## config.mk

```make
export PLATFORM = sky130hd
export DESIGN_NAME = result_writeback_flat
export DESIGN_NICKNAME = d
export VERILOG_FILES = /design/src/rtl/result_writeback_if.sv /design/src/rtl/result_writeback.sv /design/src/flat_wrapper.sv
export SDC_FILE = /design/constraint.sdc
export NUM_CORES = 1
export LEC_CHECK = 0
export ABC_AREA = 1
export CAP_MARGIN = 5
export CORE_AREA = 4 4 138 140
export DETAILED_ROUTE_END_ITERATION = 10
export DIE_AREA = 0 0 142 144
export PLACE_DENSITY = 0.66
export RECOVER_POWER = 50
export SKIP_LAST_GASP = 1
export SYNTH_ARGS = -nofsm -noshare
export SYNTH_HDL_FRONTEND = slang
export SYNTH_SLANG_ARGS = --single-unit
```

## constraint.sdc

```tcl
create_clock -name clk -period 6.2 [get_ports clk]
set_input_delay 1.24 -clock clk [delete_from_list [all_inputs] [get_ports clk]]
set_output_delay 1.24 -clock clk [all_outputs]
set_load 0.005 [all_outputs]
```

## src/rtl/result_writeback_if.sv

```systemverilog
// Pixel stream and frame-buffer write bus between the result writer and its neighbours.
// pix_*: a beat transfers on a clock edge where pix_valid && pix_ready; write_result is held until wr_done.
interface result_writeback_if;
  logic       pix_valid;
  logic [7:0] pix_data;
  logic       pix_ready;
  logic       write_result;
  logic [17:0] address;
  logic [7:0] new_data;
  logic       wr_done;

  modport slave (
    input  pix_valid, pix_data, wr_done,
    output pix_ready, write_result, address, new_data
  );

  modport master (
    output pix_valid, pix_data, wr_done,
    input  pix_ready, write_result, address, new_data
  );
endinterface

```

## src/rtl/result_writeback.sv

```systemverilog
// Buffers filtered pixels in a small FIFO and writes them one by one to consecutive
// frame-buffer byte addresses through the write_result/wr_done handshake.
module result_writeback #(
  parameter int FIFO_DEPTH = 4,
  parameter int TIMEOUT    = 64
) (
  input  logic        clk,
  input  logic        reset,
  input  logic        start,
  input  logic [17:0] base_addr,
  input  logic [17:0] pix_count,
  output logic        busy,
  output logic        finished,
  output logic        error,
  output logic [2:0]  dbg_state,
  result_writeback_if.slave wb
);

  localparam int AW = $clog2(FIFO_DEPTH);
  localparam int TW = $clog2(TIMEOUT + 1);
  localparam logic [AW:0]   FIFO_FULL = (AW + 1)'(FIFO_DEPTH);
  localparam logic [TW-1:0] TIMER_MAX = TW'(TIMEOUT - 1);

  typedef enum logic [2:0] {
    S_IDLE    = 3'd0,
    S_FETCH   = 3'd1,
    S_WRITE   = 3'd2,
    S_RELEASE = 3'd3,
    S_DONE    = 3'd4,
    S_ABORT   = 3'd5
  } state_t;

  state_t        state_q;
  logic [17:0]   base_q;
  logic [17:0]   count_q;
  logic [17:0]   idx_q;
  logic [TW-1:0] timer_q;
  logic          busy_q;
  logic          finished_q;
  logic          error_q;
  logic          wr_q;
  logic [17:0]   addr_q;
  logic [7:0]    data_q;

  logic [7:0]    mem_q [FIFO_DEPTH];
  logic [AW-1:0] wr_ptr_q;
  logic [AW-1:0] rd_ptr_q;
  logic [AW:0]   fill_q;

  logic pix_ready;
  logic push;
  logic pop;
  logic flush;

  assign pix_ready = busy_q && (fill_q != FIFO_FULL);
  assign push      = wb.pix_valid && pix_ready;
  assign pop       = (state_q == S_FETCH) && (fill_q != '0);
  assign flush     = (state_q == S_ABORT);

  always_ff @(posedge clk) begin
    if (push) mem_q[wr_ptr_q] <= wb.pix_data;
  end

  // Pointers wrap naturally because the depth is a power of two.
  always_ff @(posedge clk or posedge reset) begin
    if (reset) begin
      wr_ptr_q <= '0;
      rd_ptr_q <= '0;
      fill_q   <= '0;
    end else if (flush) begin
      wr_ptr_q <= '0;
      rd_ptr_q <= '0;
      fill_q   <= '0;
    end else begin
      if (push) wr_ptr_q <= wr_ptr_q + 1'b1;
      if (pop)  rd_ptr_q <= rd_ptr_q + 1'b1;
      case ({push, pop})
        2'b10:   fill_q <= fill_q + 1'b1;
        2'b01:   fill_q <= fill_q - 1'b1;
        default: fill_q <= fill_q;
      endcase
    end
  end

  always_ff @(posedge clk or posedge reset) begin
    if (reset) begin
      state_q    <= S_IDLE;
      base_q     <= '0;
      count_q    <= '0;
      idx_q      <= '0;
      timer_q    <= '0;
      busy_q     <= 1'b0;
      finished_q <= 1'b0;
      error_q    <= 1'b0;
      wr_q       <= 1'b0;
      addr_q     <= '0;
      data_q     <= '0;
    end else begin
      finished_q <= 1'b0;
      case (state_q)
        S_IDLE: begin
          if (start) begin
            base_q  <= base_addr;
            count_q <= pix_count;
            error_q <= 1'b0;
            idx_q   <= '0;
            busy_q  <= 1'b1;
            state_q <= (pix_count == 18'd0) ? S_DONE : S_FETCH;
          end
        end
        // address/new_data load only here, so they hold for the whole request.
        S_FETCH: begin
          if (fill_q != '0) begin
            data_q  <= mem_q[rd_ptr_q];
            addr_q  <= base_q + idx_q;
            wr_q    <= 1'b1;
            timer_q <= '0;
            state_q <= S_WRITE;
          end
        end
        S_WRITE: begin
          if (wb.wr_done) begin
            wr_q    <= 1'b0;
            state_q <= S_RELEASE;
          end else if (timer_q == TIMER_MAX) begin
            wr_q    <= 1'b0;
            state_q <= S_ABORT;
          end else begin
            timer_q <= timer_q + 1'b1;
          end
        end
        // Wait for wr_done to clear so the next request never overlaps the old done.
        S_RELEASE: begin
          if (!wb.wr_done) begin
            idx_q   <= idx_q + 18'd1;
            state_q <= (idx_q + 18'd1 == count_q) ? S_DONE : S_FETCH;
          end
        end
        S_DONE: begin
          finished_q <= 1'b1;
          busy_q     <= 1'b0;
          state_q    <= S_IDLE;
        end
        S_ABORT: begin
          error_q <= 1'b1;
          busy_q  <= 1'b0;
          state_q <= S_IDLE;
        end
        default: state_q <= S_IDLE;
      endcase
    end
  end

  assign wb.pix_ready    = pix_ready;
  assign wb.write_result = wr_q;
  assign wb.address      = addr_q;
  assign wb.new_data     = data_q;
  assign busy            = busy_q;
  assign finished        = finished_q;
  assign error           = error_q;
  assign dbg_state       = state_q;

endmodule

```

## src/flat_wrapper.sv

```systemverilog
// flat-port wrapper written by rule: the top's interface ports become plain ports
module result_writeback_flat 
#(
  parameter int FIFO_DEPTH = 4,
  parameter int TIMEOUT    = 64
)
  (clk, reset, start, base_addr, pix_count, busy, finished, error, dbg_state, wb_pix_valid, wb_pix_data, wb_wr_done, wb_pix_ready, wb_write_result, wb_address, wb_new_data);
  result_writeback_if wb_i ();
  input  logic clk;
  input  logic reset;
  input  logic start;
  input  logic [17:0] base_addr;
  input  logic [17:0] pix_count;
  output logic busy;
  output logic finished;
  output logic error;
  output logic [2:0] dbg_state;
  input wire logic [$bits(wb_i.pix_valid)-1:0] wb_pix_valid;
  input wire logic [$bits(wb_i.pix_data)-1:0] wb_pix_data;
  input wire logic [$bits(wb_i.wr_done)-1:0] wb_wr_done;
  output wire logic [$bits(wb_i.pix_ready)-1:0] wb_pix_ready;
  output wire logic [$bits(wb_i.write_result)-1:0] wb_write_result;
  output wire logic [$bits(wb_i.address)-1:0] wb_address;
  output wire logic [$bits(wb_i.new_data)-1:0] wb_new_data;
  assign wb_i.pix_valid = wb_pix_valid;
  assign wb_i.pix_data = wb_pix_data;
  assign wb_i.wr_done = wb_wr_done;
  assign wb_pix_ready = wb_i.pix_ready;
  assign wb_write_result = wb_i.write_result;
  assign wb_address = wb_i.address;
  assign wb_new_data = wb_i.new_data;
  result_writeback #(.FIFO_DEPTH(FIFO_DEPTH), .TIMEOUT(TIMEOUT)) u_core (.clk(clk), .reset(reset), .start(start), .base_addr(base_addr), .pix_count(pix_count), .busy(busy), .finished(finished), .error(error), .dbg_state(dbg_state), .wb(wb_i));
endmodule
```

Word-level counts from Yosys, hierarchy flattened
Memory sizes are Yosys's and may differ from the RTL's. A register that Yosys moved wholly into a read port is not among the register bits.
Index checks and enable logic that the tools add are counted.
- bits in latches: 0
- output and inout bits: 34
- ROM bits: 0
- register bits: 93
- bits in writable memories: 32
- memories: 1
- logic and storage cells: 91
- memory list (memory ; depth ; bits a word ; rd ports ; clocked after memory_dff ; write ports ; line ; source):
    u_core.mem_q ; 4 ; 8 ; 1 ; 1 ; 1 ; result_writeback.sv:45 ; logic [7:0] mem_q [FIFO_DEPTH];
- div/mod/pow operators: 0
- bitwise logic cells: 0
- add/sub/neg operators: 7
- $mul: 0
- reductions and logical operators: 22
- shift operators: 0
- order comparisons: 0
- equal/unequal tests: 16
- mux-type cells: 32
- operator list (cell ; count):
    18-bit two-way mux ; 2
    18-bit case mux with 2 select lines ; 1
    3-bit two-way mux ; 8
    7-bit two-way mux ; 3
    18-bit by 1-bit adder with 18-bit output (second input constant) ; 1
    18-bit adder ; 1
    18-bit equality test ; 1
    18-bit logical NOT ; 1
    7-bit case mux with 2 select lines ; 1
    3-bit case mux with 4 select lines ; 1
    2-bit nonzero test ; 6
    2-bit != test (second input constant) ; 5
    1-bit two-way mux ; 8
    2-bit two-way mux ; 4
    2-bit AND reduction ; 4
    4-bit AND reduction ; 2
    7-bit by 1-bit adder with 7-bit output (second input constant) ; 1
    7-bit by 6-bit equality test with 1-bit output (second input constant) ; 1
    3-bit by 2-bit equality test with 1-bit output (second input constant) ; 2
    3-bit equality test (second input constant) ; 2
    1-bit case mux with 2 select lines ; 3
    3-bit case mux with 2 select lines ; 1
    3-bit AND reduction ; 2
    3-bit nonzero test ; 2
    other kinds (11) ; 14

Longest topological paths before layout
Gate-level depths: netlist of the first run.
- depth in word-level cells: 6
- mapped depth: 16
- gate-level depth less buffers: 16

Least setup slack after synthesis of the first run
OpenSTA, ideal clock, no wires.
- path type: input -> register
- start point: input port wb_pix_valid
- end point: register u_core.fill_q[2]
- setup time: 0.126 ns
- slack: 3.690 ns
- arrival: 2.385 ns
- path buffers: 0
- required time: 6.074 ns
- cell stages on the path: 6
- cell sequence: nand2_1 > ha_1 > fa_1 > o21ai_0 > xor2_1 > nor2_1
- word-level cells in the longest chain between the ends: 4
- ends and longest elaborated chain (what ; line ; source):
    start: declaration ; flat_wrapper.sv:18 ; input wire logic [$bits(wb_i.pix_valid)-1:0] wb_pix_valid;
    1-bit logical AND (*) ; result_writeback.sv:56 ; assign push = wb.pix_valid && pix_ready;
    2-bit by 1-bit equality test with 1-bit output / 2-bit equality test (equally long branches) ; result_writeback.sv:77 ; case ({push, pop})
    3-bit case mux with 2 select lines ; result_writeback.sv:77 ;
    3-bit two-way mux ; result_writeback.sv:70 ; end else if (flush) begin
    end signal: assignment ; result_writeback.sv:78 ; 2'b10: fill_q <= fill_q + 1'b1;
    end signal: assignment ; result_writeback.sv:79 ; 2'b01: fill_q <= fill_q - 1'b1;
    end signal: assignment ; result_writeback.sv:80 ; default: fill_q <= fill_q;
    end: declaration ; result_writeback.sv:48 ; logic [AW:0] fill_q;
Every way passes the cells marked *; elsewhere a longest branch is shown, timed or not.
A chain may end at the register's enable or synchronous reset.

Worst setup path after layout of the first run
- start point: register u_core.state_q[0] (netlist: u_core.dbg_state[0])
- end point: register u_core.rd_ptr_q[1]
- word-level cells in the longest chain between the ends: 3
- ends and longest elaborated chain (what ; line ; source):
    start: declaration ; result_writeback.sv:33 ; state_t state_q;
    start signal: assignment ; result_writeback.sv:108 ; state_q <= (pix_count == 18'd0) ? S_DONE : S_FETCH;
    start signal: assignment ; result_writeback.sv:136 ; state_q <= (idx_q + 18'd1 == count_q) ? S_DONE : S_FETCH;
    3-bit by 1-bit equality test with 1-bit output ; result_writeback.sv:57 ; assign pop = (state_q == S_FETCH) && (fill_q != '0);
    1-bit logical AND ; result_writeback.sv:57 ;
    2-bit nonzero test (no line) ; n/a ;
    end signal: assignment ; result_writeback.sv:76 ; if (pop) rd_ptr_q <= rd_ptr_q + 1'b1;
    end: declaration ; result_writeback.sv:47 ; logic [AW-1:0] rd_ptr_q;
Parallel ways exist; a longest one is shown, timed or not.

==> results of run 1 <==
==> per-layer routing <==
metal,global-route usage,vias up,wire length (microns)
li1,-,3006,-
met1,0.241,2821,8200
met2,0.300,150,8380
met3,0.0377,30,817
met4,0.0631,0,313
met5,0,-,0
==> area by class of cell <==
| type | count | area [sq um] | area share |
|---|---|---|---|
| sequential | 133 | 3490 | 0.401 |
| multi-input combinational | 620 | 3120 | 0.358 |
| timing repair buffer | 85 | 840 | 0.0966 |
| clock buffer | 17 | 425 | 0.0489 |
| inverter | 90 | 339 | 0.0390 |
| tap | 229 | 287 | 0.0330 |
| clock inverter | 15 | 199 | 0.0229 |
==> registers in the layout, indices dropped and copies added (netlist names), 2 cells and up <==
signal,cells
u_core.wb.address,18
u_core.timer_q,7
u_core.dbg_state,3
u_core.fill_q,3
u_core.wb.new_data,8
u_core.count_q,18
u_core.wr_ptr_q,2
u_core.mem_q,32
u_core.idx_q,18
u_core.base_q,18
u_core.rd_ptr_q,2
==> per-stage QoR <==
| stage | setup slack (ns) | power, uW |
|---|---|---|
| 2_1_floorplan | 2.31 | 2330 |
| 3_3_place_gp | 2.26 | 2880 |
| 3_5_place_dp | 2.24 | 2910 |
| 4_1_cts | 2.68 | 4000 |
| 5_1_grt | 1.93 | 4250 |
| 6_report | 2.51 | 3930 |
==> worst min-delay path by stage <==
stage	endpoint	depth (start not counted)
after global placement	u_core.wb.address[0]$_DFFE_PP0P_	2
after detailed placement	u_core.base_q[15]$_DFFE_PP0P_	2
after CTS	u_core.base_q[15]$_DFFE_PP0P_	2
final	u_core.base_q[15]$_DFFE_PP0P_	2
after floorplan	u_core.base_q[0]$_DFFE_PP0P_	2
after global routing	u_core.wb.address[10]$_DFFE_PP0P_	2
==> power by group through the flow <==
stage          Clock (uW)  Combinational [uW]  Sequential [uW]
2_1_floorplan           0                 976             1360
3_3_place_gp            0                1440             1440
3_5_place_dp            0                1460             1440
4_1_cts              1080                1480             1430
5_1_grt              1110                1670             1470
6_report             1060                1440             1430
==> worst max-delay path, cell delays in order (launching register included) <==
cell      delay, ns
dfrtp_1        0.44
inv_1          0.13
nor3_1         0.20
inv_1          0.10
nor2_2         0.08
clkbuf_1       1.15
inv_1          0.84
nor2_1         0.39
xor2_1         0.18
nor2_1         0.05
==> cell usage in the layout, fill, tap and decap left out, types with 2 or more instances in the layout <==
cell / netlist / routed
nand2_1: 255 / 255
dfrtp_1: 101 / 101
nor2_1: 98 / 97
inv_1: 87 / 87
o21ai_0: 61 / 61
clkdlybuf4s50_1: 0 / 57
nand3_1: 45 / 45
edfxtp_1: 32 / 32
a21oi_1: 25 / 26
dlygate4sd3_1: 0 / 25
ha_1: 24 / 24
clkbuf_16: 0 / 17
o22ai_1: 15 / 15
a31oi_1: 13 / 13
nand4_1: 13 / 13
nor3_1: 9 / 10
nand3b_1: 9 / 9
xor2_1: 8 / 8
inv_6: 0 / 6
nor2_2: 5 / 5
nand2_2: 5 / 5
xnor2_1: 5 / 5
nor4_1: 4 / 4
inv_8: 0 / 4
and3_1: 3 / 3
or2_2: 3 / 3
and2_1: 2 / 2
nor2_4: 1 / 2
nor2_8: 2 / 2
a211oi_1: 2 / 2
a21o_1: 2 / 2
fa_1: 2 / 2
clkinv_8: 0 / 2
bufinv_16: 0 / 2
buf_4: 0 / 2
==> cell families after synthesis <==
group | Yosys count | synth area share
AND/OR/NAND/NOR | 457 | 0.280
flip-flops | 133 | 0.496
adder cells (fa/ha/maj) | 26 | 0.0484
AO/OA/AOI/OAI | 124 | 0.0986
buffers and inverters | 112 | 0.0605
XOR/XNOR | 13 | 0.0162
==> impl_results.md, run 1 <==
- Outcome: finished, violations left
- Violated checks: capacitance limit, slew limit
- P per Cell Area: 452 nW/um^2
- Timing startpoint of the critical path: u_core.dbg_state[0]$_DFFE_PP0P_
- Startpoint Class: register
- Internal Power: 2400 uW
- Maximum achievable frequency: 271 MHz
- Share of the clock period used by the worst path: 0.595
- Area of all placed cells without fillers: 8690 sq um
- Last element of the critical path: u_core.rd_ptr_q[1]$_DFFE_PP0P_
- Cells after Synth: 865
- Number of levels in the clock H-tree: 4
- Antenna Diode Count: 0
- Top-area cell type share of the netlist area: 0.359
- Final number of setup-violating endpoints: 0
- Most area-hungry cell type in the Yosys netlist: dfrtp_1
- Critical path required time: 6.50 ns
- Core Footprint: 17,800 sq um
- Ranking of synthesized cells by area: dfrtp_1 36%, edfxtp_1 14%, nand2_1 14%
- Violation count after the first detailed-route iteration: 493
- Fraction of the yosys area taken by sequential cells: 0.496
- R2R setup slack: 2.51 ns
- Kind of end point of the critical path: register
- Number of standard cells in the layout, taps in and fillers out: 1,189
- Number of synthesized register bits: 133
- Fin. max-slew vios: 88
- Leakage power: 0.00406 uW
- Clk sinks: 133
- Placed cell count: 1,157
- Final hold vios: 0
- Arrival time at the worst endpoint: 3.99 ns
- Resized cells post-CTS: 0
- Count of flip-flops with a built-in enable after synthesis: 32
- Number of antenna violations at the first check in global routing: 0
- Count of antenna-violating nets left after detailed routing: 0
- Maximum number of pins on one net before global-route repair: 53
- Half-perimeter wire length after detailed placement: 12.8 mm
- Clock share of power: 0.271
- Post-CTS setup repair buffer count: 0
- Switching fraction of total power: 0.389
- DR vias/cell: 5.05
- Leading register cell type out of synthesis: dfrtp_1
- Number of top-level pins: 83
- Filler cell count: 1,679
- Top cells by count, synth: 255 x nand2_1, 101 x dfrtp_1, 98 x nor2_1
- Routed Wire Length: 17.7 mm
- Terminus of the critical flop-to-flop path: u_core.rd_ptr_q[1]$_DFFE_PP0P_
- Clock Pin Slew Worst Setup and Hold Paths: 0.06 ns
- Number of warnings reported in the yosys synthesis log: 0
- Gr ovfl total: 0
- Clk_lat worst skew: 0.43 ns
- Final routed DRC violation total: 0
- Area of the mapped netlist: 7030 sq um
- Combinational group share of total power: 0.366
- Hold crit path type: reg -> reg
- Final Critical Period: 3.69 ns
- Maximum fanout along the worst path: 34
- Depth of the most critical reg-to-reg path: 9
- Overall die width: 142 microns
- Post-CTS Hold Fix Bufs: 0
- Hold Crit Start: u_core.base_q[15]$_DFFE_PP0P_
- Sequential power share: 0.363
- Post-Route Skew: 0.00998 ns
- Setup total negative slack: 0 ns
- Chip Height: 144 microns
- Relative max-transition margin: -0.578
- Share of flip-flops with an asynchronous set or reset after synthesis: 0.759
- Mapped Nets: 940
- WHS: 0.474 ns
- Peak ir drop on the vdd network: 269 uV
- Standard-cell rows: 49
- Core Util, Final: 0.487
- Transition at the pin with the smallest max-transition slack: 2.35 ns
- Number of clock buffers inserted by TritonCTS: 17
- Final RePlAce weighted congestion: 0.911
- Final net count: 1,022
- Number of global-route vias before repair: 5,936
- Starting utilization of the core area: 0.394
- Floorplan die area: 20,400 sq um
- First-pass GRT wire length: 29.5 mm
- Pre-Repair DR Iteration Count: 5
- Library cells used by synthesis: 40
- Area growth from synthesis to layout: 23.6%
- Clock Root Buffer: clkbuf_16
- Wire length per cell: 14.9 microns
- Instance area at placement: 8080 sq um
- Average size of a mapped cell: 8.13 sq um
- Startpoint of the lowest-slack register-to-register path: u_core.dbg_state[0]$_DFFE_PP0P_
- Most frequently used cell type in the post-synthesis netlist: nand2_1
- Fraction of layout cells with a size suffix above 1: 0.0594
- Deepest clock path buffer count: 2
- Total track usage: 0.182
- CTS tree: done
- Kind of critical path: reg -> reg
- P_sw: 1530 uW
- Count of buffers inserted at the top-level ports: 82
- Unrepaired setup endpoints after global routing: false
- Via count of the routed design: 6,007
- Max_cap viols: 2
(Power assumes the default switching activity.)
==> inputs of run 2 (changes only) <==
--- a/config.mk
+++ b/config.mk
@@ -10,7 +10,7 @@
 export CORE_AREA = 4 4 138 140
 export DETAILED_ROUTE_END_ITERATION = 10
 export DIE_AREA = 0 0 142 144
-export PLACE_DENSITY = 0.66
+export PLACE_DENSITY = 0.68
 export RECOVER_POWER = 50
 export SKIP_LAST_GASP = 1
 export SYNTH_ARGS = -nofsm -noshare
==> constraint.sdc (replaced) <==
create_clock -name clk -period 3 [get_ports clk]
set_input_delay 0.6 -clock clk [delete_from_list [all_inputs] [get_ports clk]]
set_output_delay 0.6 -clock clk [all_outputs]
set_load 0.005 [all_outputs]
==> run 2 against run 1 <==
  * Global-route usage shrank 0.18 points
  * Highest routed layer unchanged
  * Setup slack lost 1.8 ns
  * Via count is essentially flat
  * Non-clock buffer count grew 6
  * The flow now finishes without violations
  * Utilization grew 0.20 points
  * Largest cell class unchanged
==> impl_results.md, run 2 (synthesis results as in run 1) <==
- Clk_lat worst skew: 0.42 ns (was 0.43 ns)
- Peak ir drop on the vdd network: 535 uV (was 269 uV)
- Standard-cell rows: 49 (unchanged)
- Final net count: 1,028 (was 1,022)
- Most used routing layer in global routing: met2 (unchanged)
- Fin. max-slew vios: 0 (was 88)
- Count of antenna-violating nets left after detailed routing: 0 (unchanged)
- Outcome: finished, final reports clean (was finished, violations left)
- Routed Wire Length: 17.8 mm (was 17.7 mm)
- First-pass GRT wire length: 29.2 mm (was 29.5 mm)
- GRT met2 Usage: 0.302 (was 0.300)
- Final number of setup-violating endpoints: 0 (unchanged)
- Number of levels in the clock H-tree: 4 (unchanged)
- Post-Route Skew: 0.00673 ns (was 0.00998 ns)
- Relative max-transition margin: 0.0400 (was -0.578)
- Maximum number of pins on one net before global-route repair: 102 (was 53)
- Final RePlAce weighted congestion: 0.900 (was 0.911)
- Total track usage: 0.181 (was 0.182)
- Highest-count cells in the layout ignoring fill and taps: 255 x nand2_1, 101 x dfrtp_1, 97 x nor2_1 (unchanged)
- Arrival time at the worst endpoint: 2.65 ns (was 3.99 ns)
- GR Util met1: 0.237 (was 0.241)
- Post-layout power: 8120 uW (was 3930 uW)
- Fraction of layout cells with a size suffix above 1: 0.0673 (was 0.0594)
- Antenna Diode Count: 0 (unchanged)
- CTS tree: done (unchanged)
- Global Route met3 Usage: 0.0420 (was 0.0377)
- Maximum fanout along the worst path: 9 (was 34)
- P per Cell Area: 930 nW/um^2 (was 452 nW/um^2)
- Core Footprint: 17,800 sq um (unchanged)
- DR vias/cell: 5.03 (was 5.05)
- Most common cell after layout, fill and taps aside: nand2_1 (unchanged)
- Chip Height: 144 microns (unchanged)
- Largest register by flop count: u_core.mem_q (unchanged)
- Post-CTS Hold Fix Bufs: 0 (unchanged)
- Setup total negative slack: 0 ns (unchanged)
- Resized cells post-CTS: 0 (unchanged)
- Share of the clock period used by the worst path: 0.777 (was 0.595)
- Hold crit path type: reg -> reg (unchanged)
- Transition at the pin with the smallest max-transition slack: 1.44 ns (was 2.35 ns)
- Unrepaired setup endpoints after global routing: false (unchanged)
- Number of antenna violations at the first check in global routing: 0 (unchanged)
- Number of standard cells in the layout, taps in and fillers out: 1,195 (was 1,189)
- Startpoint Class: register (unchanged)
- Floorplan die area: 20,400 sq um (unchanged)
- Clock Pin Slew Worst Setup and Hold Paths: 0.06 ns (about the same)
- Kind of end point of the critical path: register (unchanged)
- Number of clock buffers inserted by TritonCTS: 17 (unchanged)
- Final hold vios: 0 (unchanged)
- Wire length per cell: 14.9 microns (about the same)
- Clock Root Buffer: clkbuf_16 (unchanged)
- Violation count after the first detailed-route iteration: 317 (was 493)
- Critical path required time: 3.32 ns (was 6.50 ns)
- Maximum achievable frequency: 429 MHz (was 271 MHz)
- Area growth from synthesis to layout: 24.1% (was 23.6%)
- Core Util, Final: 0.489 (was 0.487)
- Instance area at placement: 8140 sq um (was 8080 sq um)
- Clk sinks: 133 (unchanged)
- Placed cell count: 1,163 (was 1,157)
- Final routed DRC violation total: 0 (unchanged)
- Filler cell count: 1,709 (was 1,679)
- Pre-Repair DR Iteration Count: 6 (was 5)
- Post-CTS setup repair buffer count: 0 (unchanged)
- Number of top-level pins: 83 (unchanged)
- Starting utilization of the core area: 0.394 (unchanged)
- Leakage power: 0.00406 uW (about the same)
- Final Critical Period: 2.33 ns (was 3.69 ns)
- Max_cap viols: 0 (was 2)
- Gr ovfl total: 0 (unchanged)
- Overall die width: 142 microns (unchanged)
- Number of global-route vias before repair: 5,770 (was 5,936)
- Half-perimeter wire length after detailed placement: 12.7 mm (was 12.8 mm)
- Area of all placed cells without fillers: 8730 sq um (was 8690 sq um)
- Via count of the routed design: 6,005 (was 6,007)
- Kind of critical path: reg -> reg (unchanged)
- Deepest clock path buffer count: 2 (unchanged)
- Number of flip-flops under the largest register name: 32 (unchanged)
- Count of buffers inserted at the top-level ports: 82 (unchanged)
==> run 2: layout make-up <==
type / count / area (sq um) / share of cell area
well taps: 229 / 287 / 0.0328
clock buffers: 17 / 425 / 0.0487
multi-input cells: 620 / 3130 / 0.358
clock inverters: 15 / 181 / 0.0208
inverters: 90 / 342 / 0.0391
repair buffers: 91 / 881 / 0.101
flip-flops and latches: 133 / 3490 / 0.400
==> run 2: report_power, final <==
| part | total [uW] | switching (uW) | internal (uW) |
|---|---|---|---|
| registers | 2950 | 470 | 2480 |
| clock network | 2120 | 917 | 1200 |
| logic | 3060 | 1790 | 1270 |
| total | 8120 | 3170 | 4950 |
==> run 2: per-stage QoR <==
step | setup WS, ns | hold slack, ns
final | 0.669 | 0.471
after global routing | 0.427 | 0.497
after CTS | 0.694 | 0.477
after detailed placement | 0.534 | 0.463
after global placement | 0.567 | 0.459
after floorplan | 0.890 | 0.446
==> run 2: metal layers <==
layer,part of all wire,wire length [microns]
met5,0,0
met4,0.012,218
met3,0.053,950
met2,0.48,8480
met1,0.46,8130
==> run 2: worst paths after layout <==
| check | from | end | slack, ns | cells past startpoint |
|---|---|---|---|---|
| worst min register to register | u_core.wb.address[0]$_DFFE_PP0P_ | u_core.wb.address[0]$_DFFE_PP0P_ | 0.47 | 2 |
| max in group asynchronous | reset | u_core.base_q[13]$_DFFE_PP0P_ | 0.91 | 3 |
| worst min-delay path | u_core.wb.address[0]$_DFFE_PP0P_ | u_core.wb.address[0]$_DFFE_PP0P_ | 0.47 | 2 |
| worst max-delay path | u_core.idx_q[0]$_DFFE_PP0P_ | u_core.dbg_state[0]$_DFFE_PP0P_ | 0.67 | 14 |
| min in group asynchronous | reset | u_core.wb.address[2]$_DFFE_PP0P_ | 1.20 | 3 |
| worst max register to register | u_core.idx_q[0]$_DFFE_PP0P_ | u_core.dbg_state[0]$_DFFE_PP0P_ | 0.67 | 14 |
==> run 2: critical path, cell delays in order, from the launching register on <==
cell,delay [ns]
dfrtp_1,0.52
ha_1,0.24
nand2_1,0.11
nor2_2,0.32
nand2_1,0.11
nand3b_1,0.14
nand2_1,0.07
nor2_1,0.10
nand2_1,0.07
nor2_1,0.18
nand4_1,0.14
nand2_1,0.08
nand2_1,0.05
nand2_1,0.05
nand2_1,0.04
==> inputs of run 3 (changes only) <==
--- a/config.mk
+++ b/config.mk
@@ -10,7 +10,7 @@
 export CORE_AREA = 4 4 138 140
 export DETAILED_ROUTE_END_ITERATION = 10
 export DIE_AREA = 0 0 142 144
-export PLACE_DENSITY = 0.68
+export PLACE_DENSITY = 0.66
 export RECOVER_POWER = 50
 export SKIP_LAST_GASP = 1
 export SYNTH_ARGS = -nofsm -noshare
==> constraint.sdc (replaced) <==
create_clock -name clk -period 2.4 [get_ports clk]
set_input_delay 0.48 -clock clk [delete_from_list [all_inputs] [get_ports clk]]
set_output_delay 0.48 -clock clk [all_outputs]
set_load 0.005 [all_outputs]
==> run 3 against run 2 <==
  * Cell count grew 0.75%
  * Non-clock buffer count rose by 9
  * Total power up 26%
  * Fmax is 2.7% higher
  * Design area rose by 0.70%
  * Combinational power up 29%
  * Clock skew shrank 0.00057 ns
  * Sequential share of layout area is 0.26 points lower
  * Critical path depth is 5 lower
  * Sequential power is 22% higher
  * Global-route usage hardly changed
  * Highest routed layer unchanged
==> impl_results.md, run 3 (synthesis results as in run 1) <==
- Final Critical Period: 2.27 ns (was 2.33 ns)
- WHS: 0.472 ns (was 0.471 ns)
- Arrival time at the worst endpoint: 2.62 ns (was 2.65 ns)
- Setup total negative slack: 0 ns (unchanged)
- Clk_lat worst skew: 0.43 ns (was 0.42 ns)
- Number of levels in the clock H-tree: 4 (unchanged)
- Share of the clock period used by the worst path: 0.946 (was 0.777)
- Depth of the most critical reg-to-reg path: 9 (was 14)
- Floorplan die area: 20,400 sq um (unchanged)
- Post-Route Skew: 0.00616 ns (was 0.00673 ns)
- Maximum fanout along the worst path: 7 (was 9)
- Final net count: 1,037 (was 1,028)
- Kind of critical path: reg -> reg (unchanged)
- Overall die width: 142 microns (unchanged)
- Final RePlAce weighted congestion: 0.906 (was 0.900)
- Max_cap viols: 0 (unchanged)
- Highest-count cells in the layout ignoring fill and taps: 255 x nand2_1, 100 x nor2_1, 100 x dfrtp_1 (was 255 x nand2_1, 101 x dfrtp_1, 97 x nor2_1)
- Violation count after the first detailed-route iteration: 353 (was 317)
- Transition at the pin with the smallest max-transition slack: 1.41 ns (was 1.44 ns)
- Gr ovfl total: 0 (unchanged)
- Total track usage: 0.180 (was 0.181)
- Final routed DRC violation total: 0 (unchanged)
- Routed Wire Length: 17.6 mm (was 17.8 mm)
- Post-CTS Hold Fix Bufs: 0 (unchanged)
- Hold crit path type: reg -> reg (unchanged)
- DR vias/cell: 5.01 (was 5.03)
- Peak ir drop on the vdd network: 662 uV (was 535 uV)
- Most common cell after layout, fill and taps aside: nand2_1 (unchanged)
- Unrepaired setup endpoints after global routing: true (was false)
- Deepest clock path buffer count: 2 (unchanged)
- Number of top-level pins: 83 (unchanged)
- Cell count of the worst hold path: 2 (unchanged)
- Fraction of layout cells with a size suffix above 1: 0.0759 (was 0.0673)
- Outcome: finished, final reports clean (unchanged)
- Wire length per cell: 14.6 microns (was 14.9 microns)
- Half-perimeter wire length after detailed placement: 12.7 mm (about the same)
- Post-Place Setup Slack: 0.124 ns (was 0.534 ns)
- Leakage power: 0.00410 uW (was 0.00406 uW)
- Final number of setup-violating endpoints: 0 (unchanged)
- Pre-Repair DR Iteration Count: 5 (was 6)
- Core Footprint: 17,800 sq um (unchanged)
- Clock Root Buffer: clkbuf_16 (unchanged)
- Largest register by flop count: u_core.mem_q (unchanged)
- Via count of the routed design: 6,038 (was 6,005)
- Number of clock buffers inserted by TritonCTS: 17 (unchanged)
- Chip Height: 144 microns (unchanged)
- Startpoint Class: register (unchanged)
- CTS tree: done (unchanged)
- Clock Pin Slew Worst Setup and Hold Paths: 0.06 ns (about the same)
- Critical path required time: 2.75 ns (was 3.32 ns)
- Standard-cell rows: 49 (unchanged)
- Count of antenna-violating nets left after detailed routing: 0 (unchanged)
- Starting utilization of the core area: 0.394 (unchanged)
- Number of global-route vias before repair: 5,968 (was 5,770)
- Relative max-transition margin: 0.0579 (was 0.0400)
- P per Cell Area: 1160 nW/um^2 (was 930 nW/um^2)
- Final hold vios: 0 (unchanged)
- Count of buffers inserted at the top-level ports: 82 (unchanged)
- Number of flip-flops under the largest register name: 32 (unchanged)
- Maximum number of pins on one net before global-route repair: 102 (unchanged)
- Number of antenna violations at the first check in global routing: 0 (unchanged)
- Kind of end point of the critical path: register (unchanged)
- Area growth from synthesis to layout: 25.0% (was 24.1%)
- First-pass GRT wire length: 29.4 mm (was 29.2 mm)
- Antenna Diode Count: 0 (unchanged)
- Setup slack after layout: 0.130 ns (was 0.669 ns)
- Maximum achievable frequency: 440 MHz (was 429 MHz)
- Fin. max-slew vios: 0 (unchanged)
- Filler cell count: 1,711 (was 1,709)
- Clk sinks: 133 (unchanged)
## run 3: cell types whose count changed in the layout (fill, tap and decap cells not counted)
cell | previous run | this run
a21oi_2 | 1 | 2
dfrtp_1 | 101 | 100
inv_8 | 6 | 8
nor2_4 | 2 | 3
nor2_1 | 97 | 100
clkinv_8 | 2 | 0
a21oi_1 | 25 | 24
clkbuf_2 | 0 | 1
dfrtp_2 | 0 | 1
buf_4 | 6 | 15
clkbuf_1 | 2 | 1
nor2_2 | 5 | 1
## run 3: through the flow
stage | power [uW] | instance area (sq um) | instances | util
floorplan | 6030 | 7040 | 865 | -
global placement | 7590 | 8220 | 1171 | 0.460
detailed placement | 7670 | 8220 | 1171 | 0.460
CTS | 10400 | 8810 | 1203 | 0.494
global route | 11000 | 8790 | 1204 | 0.493
finish | 10200 | 8790 | 1204 | 0.493
## run 3: power by group
group	total [uW]	switching, uW	internal (uW)	leakage (uW)
registers	3610	509	3100	0.00156
clock network	2630	1140	1490	0.000294
logic	3950	2290	1660	0.00224
total	10200	3940	6260	0.00410
## run 3: per-layer routing
layer | up-vias | share of wire | GRT usage
li1 | 3037 | - | -
met1 | 2826 | 0.45 | 0.230
met2 | 148 | 0.48 | 0.302
met3 | 27 | 0.050 | 0.0443
met4 | 0 | 0.021 | 0.0601
met5 | - | 0 | 0
## run 3: cell type report
class,instances,area (sq um),share of cell area
clock inverters,15,171,0.0195
flip-flops and latches,133,3490,0.397
multi-input cells,620,3130,0.356
inverters,90,342,0.0389
repair buffers,100,950,0.108
clock buffers,17,425,0.0484
well taps,229,287,0.0326
## run 3: final timing paths
path / from / to / slack (ns)
min in group asynchronous: reset / u_core.wb.address[2]$_DFFE_PP0P_ / 1.06
hold / removal: u_core.wb.address[0]$_DFFE_PP0P_ / u_core.wb.address[0]$_DFFE_PP0P_ / 0.47
setup / recovery: u_core.idx_q[2]$_DFFE_PP0P_ / u_core.wb.address[9]$_DFFE_PP0P_ / 0.13
max in group asynchronous: reset / u_core.idx_q[0]$_DFFE_PP0P_ / 0.38
hold reg to reg: u_core.wb.address[0]$_DFFE_PP0P_ / u_core.wb.address[0]$_DFFE_PP0P_ / 0.47
setup reg to reg: u_core.idx_q[2]$_DFFE_PP0P_ / u_core.wb.address[9]$_DFFE_PP0P_ / 0.13
## run 3: timing repair
action / in CTS / in global routing
endpoints found under the setup margin: 0 / 2
buffers inserted: 0 / 1
gates resized for setup: 0 / 4
## run 3: critical path: stages, from the launching register on
cell	delay, ns
dfrtp_1	0.46
ha_1	0.40
nand3_1	0.09
nand2_1	0.14
a21oi_2	0.09
buf_4	0.14
o21ai_0	0.30
a21oi_1	0.15
or2_2	0.30
a31oi_1	0.12
==> RTL change (settings of run 2) <==
`FIFO_DEPTH` is set to 4 in 2 places; all go to 2.
--- a/src/rtl/result_writeback.sv
+++ b/src/rtl/result_writeback.sv
@@ -1,7 +1,7 @@
 // Buffers filtered pixels in a small FIFO and writes them one by one to consecutive
 // frame-buffer byte addresses through the write_result/wr_done handshake.
 module result_writeback #(
-  parameter int FIFO_DEPTH = 4,
+  parameter int FIFO_DEPTH = 2,
   parameter int TIMEOUT    = 64
 ) (
   input  logic        clk,
--- a/src/flat_wrapper.sv
+++ b/src/flat_wrapper.sv
@@ -1,7 +1,7 @@
 // flat-port wrapper written by rule: the top's interface ports become plain ports
 module result_writeback_flat 
 #(
-  parameter int FIFO_DEPTH = 4,
+  parameter int FIFO_DEPTH = 2,
   parameter int TIMEOUT    = 64
 )
   (clk, reset, start, base_addr, pix_count, busy, finished, error, dbg_state, wb_pix_valid, wb_pix_data, wb_wr_done, wb_pix_ready, wb_write_result, wb_address, wb_new_data);
Function: changed (a bounded check fails within 10 cycles, from zero or initial values and one cycle with reset high).
==> RTL change against run 2 <==
- synthesized cell count shrank 15%
- clock skew is essentially flat
- worst hold slack gained 0.0088 ns
- total power shrank 14%
- cell area shrank 12%
- area after synthesis shrank 14%
- final cell count shrank 11%
- sequential cell count shrank 19
- setup slack lost 0.042 ns
- global-route usage shrank 2.6 points
- routed wire length shrank 17%
- non-clock buffer count shrank 1
- critical endpoint unchanged
- largest cell class unchanged
==> RTL change: results (changes against run 2) <==
{| class="wikitable"
! Metric !! Value
|-
| Nonclk buf count || 90 (-1.1%)
|-
| Met1 routing resource usage after global routing || 0.200 (-0.0369)
|-
| Final Net Count || 896 (-13%)
|-
| Number of iterations in the first detailed-routing pass || 4 (-2)
|-
| Final std cells w/o fill || 1066 (-11%)
|-
| Max IR drop VDD || 470 uV (-12%)
|-
| Final setup skew || 0.00662 ns (-0.000108 ns)
|-
| Multi-In Gates || 529 (-15%)
|-
| CP max FO || 10 (+1)
|-
| Met1 wire length || 7060 um (-13%)
|-
| Number of enable flip-flop cells after synthesis || 16 (-50%)
|-
| LEAKAGE || 3.58 nW (-12%)
|-
| Maximum number of pins on one net before global-route repair || 99 (-2.9%)
|-
| Share of final-layout standard cells stronger than drive strength 1 || 0.0753 (+0.00798)
|-
| Ranking of synthesized cells by area || sky130_fd_sc_hd__dfrtp_1, sky130_fd_sc_hd__nand2_1, sky130_fd_sc_hd__edfxtp_1, sky130_fd_sc_hd__o21ai_0, sky130_fd_sc_hd__inv_1
|-
| Post-route cell area || 7660 um2 (-12%)
|-
| Share of flip-flops with an asynchronous set or reset || 0.860 (+0.100)
|-
| Via-to-Cell Ratio || 4.71 (-6.2%)
|-
| Hold_sp || u_core.wb.write_result
|-
| Clock buffer and inverter area fraction after layout || 0.0717 (+0.00215)
|-
| Fraction of met3 tracks used by global routing || 0.0341 (-0.00794)
|-
| Routability-driven placement congestion ratio || 0.853 (-5.3%)
|-
| Mean instance size in the synthesized netlist || 8.20 um2 (+0.85%)
|-
| Slowest cell delay on critical path || 0.58 ns (+0.06 ns)
|-
| Min Hold Slack || 0.480 ns (+0.00884 ns)
|-
| Portion of the post-synthesis area used by sequential elements || 0.485 (-0.0107)
|-
| Flip-flop and latch count || 114 (-14%)
|-
| First DRT Iteration DRCs || 278 (-12%)
|-
| Number of clock buffers in the layout || 24 (+7)
|-
| First-pass GRT wire length || 24800 um (-15%)
|-
| Top cells by instance count after synthesis || sky130_fd_sc_hd__nand2_1, sky130_fd_sc_hd__dfrtp_1, sky130_fd_sc_hd__inv_1
|-
| Cell count after placement || 1036 (-11%)
|-
| Layout fillers || 1750 (+2.4%)
|-
| Number of global-route vias before repair || 5077 (-12%)
|-
| Length of routed met2 wiring || 6820 um (-20%)
|-
| Area of combinational cells with multiple inputs || 2740 um2 (-12%)
|-
| Non-clock inverter total of the final layout || 74 (-18%)
|-
| Placement-stage worst setup slack || 0.472 ns (-0.0616 ns)
|-
| Status || complete, no violations
|-
| Instance count of the mapped netlist || 737 (-15%)
|-
| Hold-critical path endpoint || u_core.wb.write_result
|-
| WL per Instance || 13.9 um (-6.6%)
|-
| Reg-to-reg setup timing slack || 0.63 ns (-0.04 ns)
|-
| Arrival time at the worst endpoint || 2.69 ns (+0.04 ns)
|-
| Net count after synthesis || 807 (-14%)
|}
-- RTL change: cell count changes in the layout (fill, tap and decap cells not counted), sizes merged, moves of 5 or more --
| cell | change |
|---|---|
| a31oi | -9 |
| clkbuf | +6 |
| edfxtp | -16 |
| inv | -27 |
| nand2 | -6 |
| nand3 | -11 |
| nand4 | -6 |
| nor2 | -60 |
| o21ai | -5 |
-- RTL change: report_power, final --
| group | internal (mW) | switching [mW] | leakage [nW] | total [mW] |
|---|---|---|---|---|
| clock network | 1.21 | 0.672 | 0.272 | 1.88 |
| logic | 1.15 | 1.42 | 1.91 | 2.57 |
| registers | 2.14 | 0.423 | 1.40 | 2.56 |
-- RTL change: cells by family after synthesis --
group           count (synthesis)  synth area share
fa+ha+maj                      21            0.0447
buf+inv                        94            0.0609
flops                         114             0.485
xor+xnor                       22            0.0410
simple gates                  372             0.263
compound gates                114             0.105
